### src/rtl/cla_pkg.sv
`default_nettype none
// ============================================================================
// Module      : cla_pkg
// Description : Shared types, constants and helpers for the pipelined
//               carry-lookahead adder/subtractor.
// Revision    : 1.0 - initial release
// ============================================================================
package cla_pkg;

    // Operation select: add, or subtract by inverting B and forcing carry-in.
    typedef enum logic {
        OP_ADD = 1'b0,
        OP_SUB = 1'b1
    } op_e;

    // Lookahead group size inside every slice.
    localparam int GROUP = 4;

    // Two's-complement overflow: like-signed operands producing an
    // opposite-signed result.
    function automatic logic ovf_f(input logic a_msb, input logic b_msb, input logic s_msb);
        return (a_msb == b_msb) && (s_msb != a_msb);
    endfunction

endpackage
`default_nettype wire

### src/rtl/cla_slice.sv
`default_nettype none
// ============================================================================
// Module      : cla_slice
// Description : Combinational SW-bit adder slice built from 4-bit
//               carry-lookahead groups, with group-level carry chaining.
//               Also exposes the carry into the slice MSB for overflow.
// Revision    : 1.0 - initial release
// ============================================================================
module cla_slice
    import cla_pkg::*;
#(
    parameter int SW = 16
) (
    input  logic [SW-1:0] a,
    input  logic [SW-1:0] b,
    input  logic          cin,
    output logic [SW-1:0] sum,
    output logic          cout,
    output logic          c_msb_in
);

    localparam int c_NG = SW / GROUP;

    logic [SW-1:0]   w_p;
    logic [SW-1:0]   w_g;
    logic [SW-1:0]   w_bc;
    logic [c_NG-1:0] w_gp;
    logic [c_NG-1:0] w_gg;
    // Unpacked so each group carry is its own node in the carry chain.
    logic            w_gc [c_NG+1];

    assign w_p   = a ^ b;
    assign w_g   = a & b;
    assign w_gc[0] = cin;

    generate
        for (genvar j = 0; j < c_NG; j++) begin : g_grp
            localparam int c_B = j * GROUP;

            // Group propagate / generate.
            assign w_gp[j] = &w_p[c_B +: GROUP];
            assign w_gg[j] = w_g[c_B+3]
                           | (w_p[c_B+3] & w_g[c_B+2])
                           | (w_p[c_B+3] & w_p[c_B+2] & w_g[c_B+1])
                           | (w_p[c_B+3] & w_p[c_B+2] & w_p[c_B+1] & w_g[c_B]);

            // Carry into the next group.
            assign w_gc[j+1] = w_gg[j] | (w_gp[j] & w_gc[j]);

            // Bit carries inside the group, all flattened from the group carry-in.
            assign w_bc[c_B]   = w_gc[j];
            assign w_bc[c_B+1] = w_g[c_B] | (w_p[c_B] & w_gc[j]);
            assign w_bc[c_B+2] = w_g[c_B+1]
                               | (w_p[c_B+1] & w_g[c_B])
                               | (w_p[c_B+1] & w_p[c_B] & w_gc[j]);
            assign w_bc[c_B+3] = w_g[c_B+2]
                               | (w_p[c_B+2] & w_g[c_B+1])
                               | (w_p[c_B+2] & w_p[c_B+1] & w_g[c_B])
                               | (w_p[c_B+2] & w_p[c_B+1] & w_p[c_B] & w_gc[j]);
        end
    endgenerate

    assign sum      = w_p ^ w_bc;
    assign cout     = w_gc[c_NG];
    assign c_msb_in = w_bc[SW-1];

endmodule
`default_nettype wire

### src/rtl/pipelined_cla.sv
`default_nettype none
// ============================================================================
// Module      : pipelined_cla
// Description : Pipelined carry-lookahead adder/subtractor. Operands are cut
//               into STAGES slices; stage k adds slice k with the carry
//               registered by stage k-1. Upper operand slices ride along
//               right-aligned, completed sum slices are shifted in from the
//               top. Single global advance gives valid/ready flow control.
// Revision    : 1.0 - initial release
// ============================================================================
module pipelined_cla
    import cla_pkg::*;
#(
    parameter int WIDTH  = 64,
    parameter int STAGES = 4
) (
    input  logic             clk,
    input  logic             rst_n,
    input  logic             in_valid,
    output logic             in_ready,
    input  logic [WIDTH-1:0] A,
    input  logic [WIDTH-1:0] B,
    input  logic             Cin,
    input  op_e              op,
    output logic             out_valid,
    input  logic             out_ready,
    output logic [WIDTH-1:0] Sum,
    output logic             Cout,
    output logic             Ovf,
    output logic             Zero
);

    localparam int c_SW = WIDTH / STAGES;

    logic             w_adv;
    logic [WIDTH-1:0] w_b_eff;
    logic             w_cin_eff;

    // Per-stage pipeline registers.
    logic             r_vld [STAGES];
    logic             r_c   [STAGES];
    logic [WIDTH-1:0] r_sum [STAGES];
    logic [WIDTH-1:0] r_a   [STAGES];
    logic [WIDTH-1:0] r_b   [STAGES];

    // Per-stage combinational slice inputs / outputs and next-state values.
    logic [c_SW-1:0]  w_sa   [STAGES];
    logic [c_SW-1:0]  w_sb   [STAGES];
    logic [c_SW-1:0]  w_ss   [STAGES];
    logic             w_sci  [STAGES];
    logic             w_sco  [STAGES];
    logic             w_cmsb [STAGES];
    logic             w_vin  [STAGES];
    logic [WIDTH-1:0] w_nsum [STAGES];
    logic [WIDTH-1:0] w_na   [STAGES];
    logic [WIDTH-1:0] w_nb   [STAGES];

    logic             r_ovf;
    logic             r_zero;
    logic             w_s_msb;

    // Whole pipe moves together: it advances unless a held result is blocked.
    assign w_adv    = !r_vld[STAGES-1] || out_ready;
    assign in_ready = w_adv;

    // Subtraction becomes A + ~B + 1 before the first slice sees the operands.
    assign w_b_eff   = (op == OP_SUB) ? ~B : B;
    assign w_cin_eff = (op == OP_SUB) ? 1'b1 : Cin;

    generate
        for (genvar k = 0; k < STAGES; k++) begin : g_stage
            if (k == 0) begin : g_first
                assign w_sa[k]  = A[c_SW-1:0];
                assign w_sb[k]  = w_b_eff[c_SW-1:0];
                assign w_sci[k] = w_cin_eff;
                assign w_vin[k] = in_valid;
                if (STAGES == 1) begin : g_full
                    assign w_nsum[k] = w_ss[k];
                end else begin : g_part
                    assign w_nsum[k] = {w_ss[k], {(WIDTH-c_SW){1'b0}}};
                end
            end else begin : g_next
                assign w_sa[k]   = r_a[k-1][c_SW-1:0];
                assign w_sb[k]   = r_b[k-1][c_SW-1:0];
                assign w_sci[k]  = r_c[k-1];
                assign w_vin[k]  = r_vld[k-1];
                assign w_nsum[k] = {w_ss[k], r_sum[k-1][WIDTH-1:c_SW]};
            end

            // Remaining upper operand bits, shifted down so the next slice is at bit 0.
            if (k == STAGES-1) begin : g_up_last
                assign w_na[k] = '0;
                assign w_nb[k] = '0;
            end else if (k == 0) begin : g_up_first
                assign w_na[k] = {{c_SW{1'b0}}, A[WIDTH-1:c_SW]};
                assign w_nb[k] = {{c_SW{1'b0}}, w_b_eff[WIDTH-1:c_SW]};
            end else begin : g_up_mid
                assign w_na[k] = {{c_SW{1'b0}}, r_a[k-1][WIDTH-1:c_SW]};
                assign w_nb[k] = {{c_SW{1'b0}}, r_b[k-1][WIDTH-1:c_SW]};
            end

            cla_slice #(
                .SW (c_SW)
            ) u_slice (
                .a        (w_sa[k]),
                .b        (w_sb[k]),
                .cin      (w_sci[k]),
                .sum      (w_ss[k]),
                .cout     (w_sco[k]),
                .c_msb_in (w_cmsb[k])
            );
        end
    endgenerate

    // Stage registers: load together on advance, clear on reset.
    always_ff @(posedge clk or negedge rst_n) begin
        if (!rst_n) begin
            for (int k = 0; k < STAGES; k++) begin
                r_vld[k] <= 1'b0;
                r_c[k]   <= 1'b0;
                r_sum[k] <= '0;
                r_a[k]   <= '0;
                r_b[k]   <= '0;
            end
        end else if (w_adv) begin
            for (int k = 0; k < STAGES; k++) begin
                r_vld[k] <= w_vin[k];
                r_c[k]   <= w_sco[k];
                r_sum[k] <= w_nsum[k];
                r_a[k]   <= w_na[k];
                r_b[k]   <= w_nb[k];
            end
        end
    end

    // Result MSB rebuilt from the carry into it, so overflow needs no sum-bit fanout.
    assign w_s_msb = w_sa[STAGES-1][c_SW-1] ^ w_sb[STAGES-1][c_SW-1] ^ w_cmsb[STAGES-1];

    // Flags are produced by the last stage alongside the final sum slice.
    always_ff @(posedge clk or negedge rst_n) begin
        if (!rst_n) begin
            r_ovf  <= 1'b0;
            r_zero <= 1'b0;
        end else if (w_adv) begin
            r_ovf  <= ovf_f(w_sa[STAGES-1][c_SW-1], w_sb[STAGES-1][c_SW-1], w_s_msb);
            r_zero <= (w_nsum[STAGES-1] == '0);
        end
    end

    assign out_valid = r_vld[STAGES-1];
    assign Sum       = r_sum[STAGES-1];
    assign Cout      = r_c[STAGES-1];
    assign Ovf       = r_ovf;
    assign Zero      = r_zero;

endmodule
`default_nettype wire

### config.mk
export PLATFORM = sky130hd
export DESIGN_NAME = pipelined_cla
export DESIGN_NICKNAME = d
export VERILOG_FILES = /design/src/rtl/cla_pkg.sv /design/src/rtl/cla_slice.sv /design/src/rtl/pipelined_cla.sv
export SDC_FILE = /design/constraint.sdc
export NUM_CORES = 1
export LEC_CHECK = 0
export ABC_AREA = 1
export BUFFER_PORTS_ARGS = -buffer_cell sky130_fd_sc_hd__buf_2
export CAP_MARGIN = 15
export CELL_PAD_IN_SITES_DETAIL_PLACEMENT = 0
export CELL_PAD_IN_SITES_GLOBAL_PLACEMENT = 1
export CORE_MARGIN = 2
export CORE_UTILIZATION = 40
export DETAILED_ROUTE_END_ITERATION = 6
export PLACE_DENSITY_LB_ADDON = 0.05
export SYNTH_ARGS = -nofsm -noshare
export SYNTH_HDL_FRONTEND = slang
export SYNTH_SLANG_ARGS = --single-unit
### constraint.sdc
create_clock -name clk -period 2.5 [get_ports clk]
set_input_delay 0.375 -clock clk [delete_from_list [all_inputs] [get_ports clk]]
set_output_delay 0.375 -clock clk [all_outputs]
set_load 0.03 [all_outputs]
== After elaboration in Yosys (flattened, before gate mapping) ==
Index checks and enable logic that the tools add are counted.
Word-level totals
  bits in registers: 362
  output and inout port bits: 69
  word-level logic and storage cells: 459
  bits of input ports: 134
Operators by class
  mux-type cells: 2
  equal/unequal tests: 2
  bitwise operators: 415
  reduce and logical (&&, ||, !) cells: 20
Operators by type and width (count)
  $and 1x1->1: 240
  $or 1x1->1: 160
  $xor 16x16->16: 8
  $and 16x16->16: 4
  $logic_not 64->1: 1
  $mux 64: 1
  $not 64->64: 1
  $reduce_and 4->1: 16
  $xor 1x1->1: 2
  $eq 1x1->1: 1
  $logic_and 1x1->1: 1
  $logic_not 1->1: 1
  $logic_or 1x1->1: 1
  $mux 1: 1
  $ne 1x1->1: 1

== Depth between registers and ports, before layout ==
  depth in word-level cells: 15
  depth in mapped cells: 19
  gate-level depth less buffers: 19

== Modules after synthesis ==
Synthesis repeated with hierarchy kept, for this count alone.
Unflattened totals
  cells, all modules: 2036
  area total of the unflattened synthesis: 17954.7 um2
Modules (own cells, without submodules)
  pipelined_cla: sequential area each 9058.7 um2, area an instance 15072.0 um2, times used 1, cells an instance 1624
  cla_slice: sequential area each 0.0 um2, area an instance 720.7 um2, times used 4, cells an instance 103

== Worst setup path after synthesis ==
Ideal clock, no wire load.
  kind: input to register
  from: input port op
  to: register r_sum[253] (netlist bit)
  path slack: -270 ps
  setup time: 83 ps
  required time: 2417 ps
  stages: 17
  arrival: 2687 ps
  path through: buf_2 > buf_2 > xnor2_1 > inv_1 > ha_1 > nand2_1 > o21ai_2 > nand2_1 > nand2_1 > nand2_1 > nand3_1 > nand2_1 > nand3_1 > inv_1 > fa_1 > xor2_1 > o21ai_0
On the way
  longest elaborated chain between the ends: 14
  elaborated cells on any way between the ends: 40
RTL lines
  start, declared: RTL line pipelined_cla.sv:24  | input op_e op,
  $mux 64: RTL line pipelined_cla.sv:67  | assign w_b_eff = (op == OP_SUB) ? ~B : B;
  $xor 16x16->16 / $and 16x16->16 (equally long branches): RTL line cla_slice.sv:32, cla_slice.sv:33
  $and 1x1->1, on equally long branches: RTL line cla_slice.sv:43, cla_slice.sv:44, cla_slice.sv:45
  $or 1x1->1 (tied with other cells): RTL line cla_slice.sv:43  | | (w_p[c_B+3] & w_g[c_B+2])
  $or 1x1->1 / $and 1x1->1 (equally long branches): RTL line cla_slice.sv:44, cla_slice.sv:45
  $or 1x1->1: RTL line cla_slice.sv:45  | | (w_p[c_B+3] & w_p[c_B+2] & w_p[c_B+1] & w_g[c_B]);
  $or 1x1->1: RTL line cla_slice.sv:48  | assign w_gc[j+1] = w_gg[j] | (w_gp[j] & w_gc[j]);
  $and 1x1->1: RTL line cla_slice.sv:48
  $or 1x1->1: RTL line cla_slice.sv:48
  $and 1x1->1: RTL line cla_slice.sv:48
  $or 1x1->1: RTL line cla_slice.sv:48
  $and 1x1->1: RTL line cla_slice.sv:52  | assign w_bc[c_B+1] = w_g[c_B] | (w_p[c_B] & w_gc[j]);
  $or 1x1->1: RTL line cla_slice.sv:52
  $xor 16x16->16 *: RTL line cla_slice.sv:63  | assign sum = w_p ^ w_bc;
  end signal, assigned by index: RTL line pipelined_cla.sv:129  | r_sum[k] <= w_nsum[k];
  end, declared: RTL line pipelined_cla.sv:42  | logic [WIDTH-1:0] r_sum [STAGES];
Mark *: on every way between the ends. The rest lies on a longest branch, timed or not.
A chain may end at the register's enable or synchronous reset.

== Final worst setup path ==
  from: register r_b[67] (netlist bit)
  to: register r_zero (netlist: Zero)
On the way
  elaborated cells on any way between the ends: 37
RTL lines
  start, declared: RTL line pipelined_cla.sv:44  | logic [WIDTH-1:0] r_b [STAGES];
  start signal, assigned by index: RTL line pipelined_cla.sv:131  | r_b[k] <= w_nb[k];
  $xor 16x16->16: RTL line cla_slice.sv:32  | assign w_p = a ^ b;
  $and 1x1->1, on equally long branches: RTL line cla_slice.sv:43, cla_slice.sv:44, cla_slice.sv:45
  $or 1x1->1 (tied with other cells): RTL line cla_slice.sv:43
  $or 1x1->1 / $and 1x1->1 (equally long branches): RTL line cla_slice.sv:44, cla_slice.sv:45
  $or 1x1->1: RTL line cla_slice.sv:45
  $or 1x1->1 *: RTL line cla_slice.sv:48
  $and 1x1->1 *: RTL line cla_slice.sv:48
  $or 1x1->1 *: RTL line cla_slice.sv:48
  $and 1x1->1 *: RTL line cla_slice.sv:48
  $or 1x1->1 *: RTL line cla_slice.sv:48
  $xor 16x16->16 *: RTL line cla_slice.sv:63
  named net g_stage[3].u_slice.sum[12]: RTL line cla_slice.sv:17  | output logic [SW-1:0] sum,
  $logic_not 64->1 *: RTL line pipelined_cla.sv:146  | r_zero <= (w_nsum[STAGES-1] == '0);
  end signal, assigned: RTL line pipelined_cla.sv:146
  end, declared: RTL line pipelined_cla.sv:59  | logic r_zero;
Mark *: on every way through the listed nets, which the timed path passes. The rest lies on a longest branch.

==> metrics.md <==
| Metric | Value |
|---|---|
| Failing checks | `negative setup slack` |
| #FFs+latches synth | `362` |
| WL final | `38.2 mm` |
| Worst IR Drop VDD | `0.510 mV` |
| Depth of the CTS H-tree | `2` |
| Die Wd | `212 um` |
| Share of layout cells above drive strength 1 | `16.2%` |
| CTS buffer count | `44` |
| Vias in the first global route | `12700` |
| Setup-failing EPs final | `1` |
| Count of different cell masters after synthesis | `36` |
| Worst-skew pair later-pin latency | `0.56 ns` |
| Initial antenna violation count | `2` |
| Area of the core | `0.0428 mm2` |
| Max Fclk | `0.380 GHz` |
| CTS tree | `done` |
| Fin area | `0.0207 mm2` |
| Crit start category | `register` |
| Status | `finished, violations left` |
| PD cells | `1310 mW/mm2` |
| Yosys Warn Count | `0` |
| DRT iter0 DRCs | `629` |
| Source of the worst hold timing path | `A[40]` |
| Cell count after synthesis | `1999` |
| Minimum clock period | `2.63 ns` |
| Mean Syn Cell Area | `8.63 um2` |
| Slew of the pin with the lowest slew margin | `0.596 ns` |
| Vias per std cell | `4.61` |
| Max-slew headroom | `60.3%` |
| Clk slew on worst S/H paths | `0.06 ns` |
| Buffer depth of the longest clock path | `3` |
| Synth area leader | `dfrtp_1` |
| Seq/Total Area, Yosys | `52.5%` |
| Syn nets | `2213` |
| Placed cells | `2651` |
| Average wire per standard cell | `13.8 um` |
| TritonCTS sink count | `362` |
| RSZ-0062 raised after global routing | `yes` |
| CP max FO | `4` |
| Setup slack, reg-to-reg | `-0.13 ns` |
| Critical path arrival | `3.12 ns` |
| DP Wirelength | `26.1 mm` |
| Io pins | `203` |
| Cell Area, Synth | `0.0172 mm2` |
| Max Cap Viol | `0` |
| Row Count | `76` |
| Clk root buf | `clkbuf_16` |
| Reg-to-reg startpoint | `r_b[67]$_DFFE_PN0P_` |
| Grt ovf | `0` |
| Critical Path End Type | `register` |
| Post-synth top area share | `52.5%` |
| Hold Fails Final Rpt | `0` |
| Most frequent cells in the layout | `935 x nand2_1, 362 x dfrtp_1, 200 x buf_2` |
| Worst min-delay path class | `in2reg` |
| Area post-placement | `0.0188 mm2` |
| Vias after detailed routing | `12800` |
| Net count, final | `2409` |
| Place WS | `-0.116 ns` |
| First-pass iteration count of the detailed router | `5` |
| Number of non-filler instances in the completed layout | `2774` |
| Port Buffers | `202` |
| Pleak | `10.7 nW` |
| Die Ht | `212 um` |
| Crit Path Category | `reg2reg` |
| Crit path launch | `r_b[67]$_DFFE_PN0P_` |
| Final hold slack | `0.0462 ns` |
| Placer Congestion | `0.785` |
| Routed Antenna Nets | `0` |
| Final Cycle Share | `105%` |
| Most common cell after layout, fill and taps aside | `nand2_1` |
| Largest cells by area after synthesis | `dfrtp_1 53%, nand2_1 20%, ha_1 4.6%` |
| Pin count of the biggest net entering global routing | `130` |
| First-pass GRT wire length | `64.3 mm` |
| Worst path required time | `2.99 ns` |
| Layout area overhead | `19.9%` |
| Final Slew Violations | `0` |
| Initial Utilization | `40.3%` |
| Filler cell count in the final layout | `4248` |
| Gr usage total | `17.8%` |
| Skew final | `0.0173 ns` |
| Number of remaining DRC errors | `0` |
| PnR worst setup slack | `-0.133 ns` |
| Die ar. | `0.0448 mm2` |
## what timing repair did
action | 4_1_cts | 5_1_grt
setup endpoints to repair | 1 | 2
hold buffers | 42 | 0
endpoints found under the hold margin | 99 | 0
resized for setup | 3 | 4
buffers inserted | 2 | 0
pin swaps | 1 | 2
## flip-flops by register name (all words and copies together), names as in the netlist, 3 cells and up
signal / cells
r_c: 3
r_sum: 96
Sum: 64
r_a: 96
r_b: 96
r_vld: 3
## final timing paths
check,to,cells after the start
min reg2reg,Sum[5]$_DFFE_PN0P_,2
max in group asynchronous,r_sum[85]$_DFFE_PN0P_,3
min,r_a[216]$_DFFE_PN0P_,3
max reg2reg,Zero$_DFFE_PN0P_,19
min in group asynchronous,Sum[8]$_DFFE_PN0P_,2
max,Zero$_DFFE_PN0P_,19
## per-layer routing
metal | vias to the layer above | wire, um | global-route usage, %
met4 | 0 | 843 | 5.73
met2 | 174 | 18100 | 29.3
li1 | 6605 | - | -
met3 | 53 | 1410 | 2.95
met5 | - | 0 | 0
met1 | 5945 | 17900 | 24.1
## Yosys cell counts
cell        n
nand2_1   936
dfrtp_1   362
o21ai_0   117
buf_4      65
xnor2_1    65
ha_1       64
inv_1      60
nor2_1     60
buf_2      49
nand3_1    42
clkbuf_1   36
a21oi_1    31
xor2_1     27
fa_1       16
a31oi_1    10
nand2_2     8
nand3b_1    7
nand4_1     7
nand2_4     4
o21ai_1     4
a21o_1      3
and3_1      3
o21ai_2     3
or2_1       3
a221oi_1    2
inv_2       2
nor2_2      2
o21bai_1    2
or2_0       2
a21boi_0    1
a21oi_2     1
buf_1       1
nand3_2     1
nor3_1      1
o21a_1      1
o22ai_1     1
## per-stage QoR
step	setup TNS (ns)	utilization (%)	total power [mW]
2_1_floorplan	-0.00153	-	18.2
3_3_place_gp	-0.0787	43.9	20.8
3_5_place_dp	-0.133	43.9	21.0
4_1_cts	-0.0883	48.2	27.5
5_1_grt	-0.382	48.3	29.5
6_report	-0.133	48.3	27.0
## cell families (layout without fill, tap and decap cells)
logic type	count (synthesis)	in the layout	share of synthesized area (%)
AOI/OAI and AO/OA	176	176	5.42
xor gates and xnor gates	92	92	4.67
adders and majority gates	80	80	6.50
buffers and inverters	213	441	6.41
DFF	362	362	52.5
other	0	1	0
and+or+nand+nor	1076	1076	24.5
## area by class of cell
class | instances | area (um2) | area share (%)
diodes | 1 | 2.50 | 0.0121
clock buffers | 64 | 1270 | 6.13
clock inverters | 14 | 131 | 0.636
inverters | 62 | 240 | 1.16
multi-input cells | 1424 | 7190 | 34.8
flip-flops and latches | 362 | 9060 | 43.8
well taps | 546 | 683 | 3.31
repair buffers | 301 | 2100 | 10.1
## report_power, final
part | internal, mW | leakage [nW] | switching [mW]
Clock | 3.72 | 0.696 | 2.46
Sequential | 8.48 | 4.39 | 1.59
Combinational | 4.16 | 5.64 | 6.61
## worst max-delay path, cell delays in order (launching register included)
cell,delay [ns]
dfrtp_1,0.41
ha_4,0.30
nand2_2,0.06
nor2_1,0.10
nand2_1,0.09
nand3_2,0.11
nand2_2,0.07
nand2_4,0.09
nand2_4,0.05
nand2_4,0.07
fa_2,0.44
nor2_1,0.10
nand3_1,0.08
nor2_1,0.09
nand4_1,0.09
nor2_1,0.10
nand3_1,0.07
nor2_1,0.10
nand4_1,0.08
nand2_1,0.07
No activity file was read; power rests on OpenSTA's default activity.
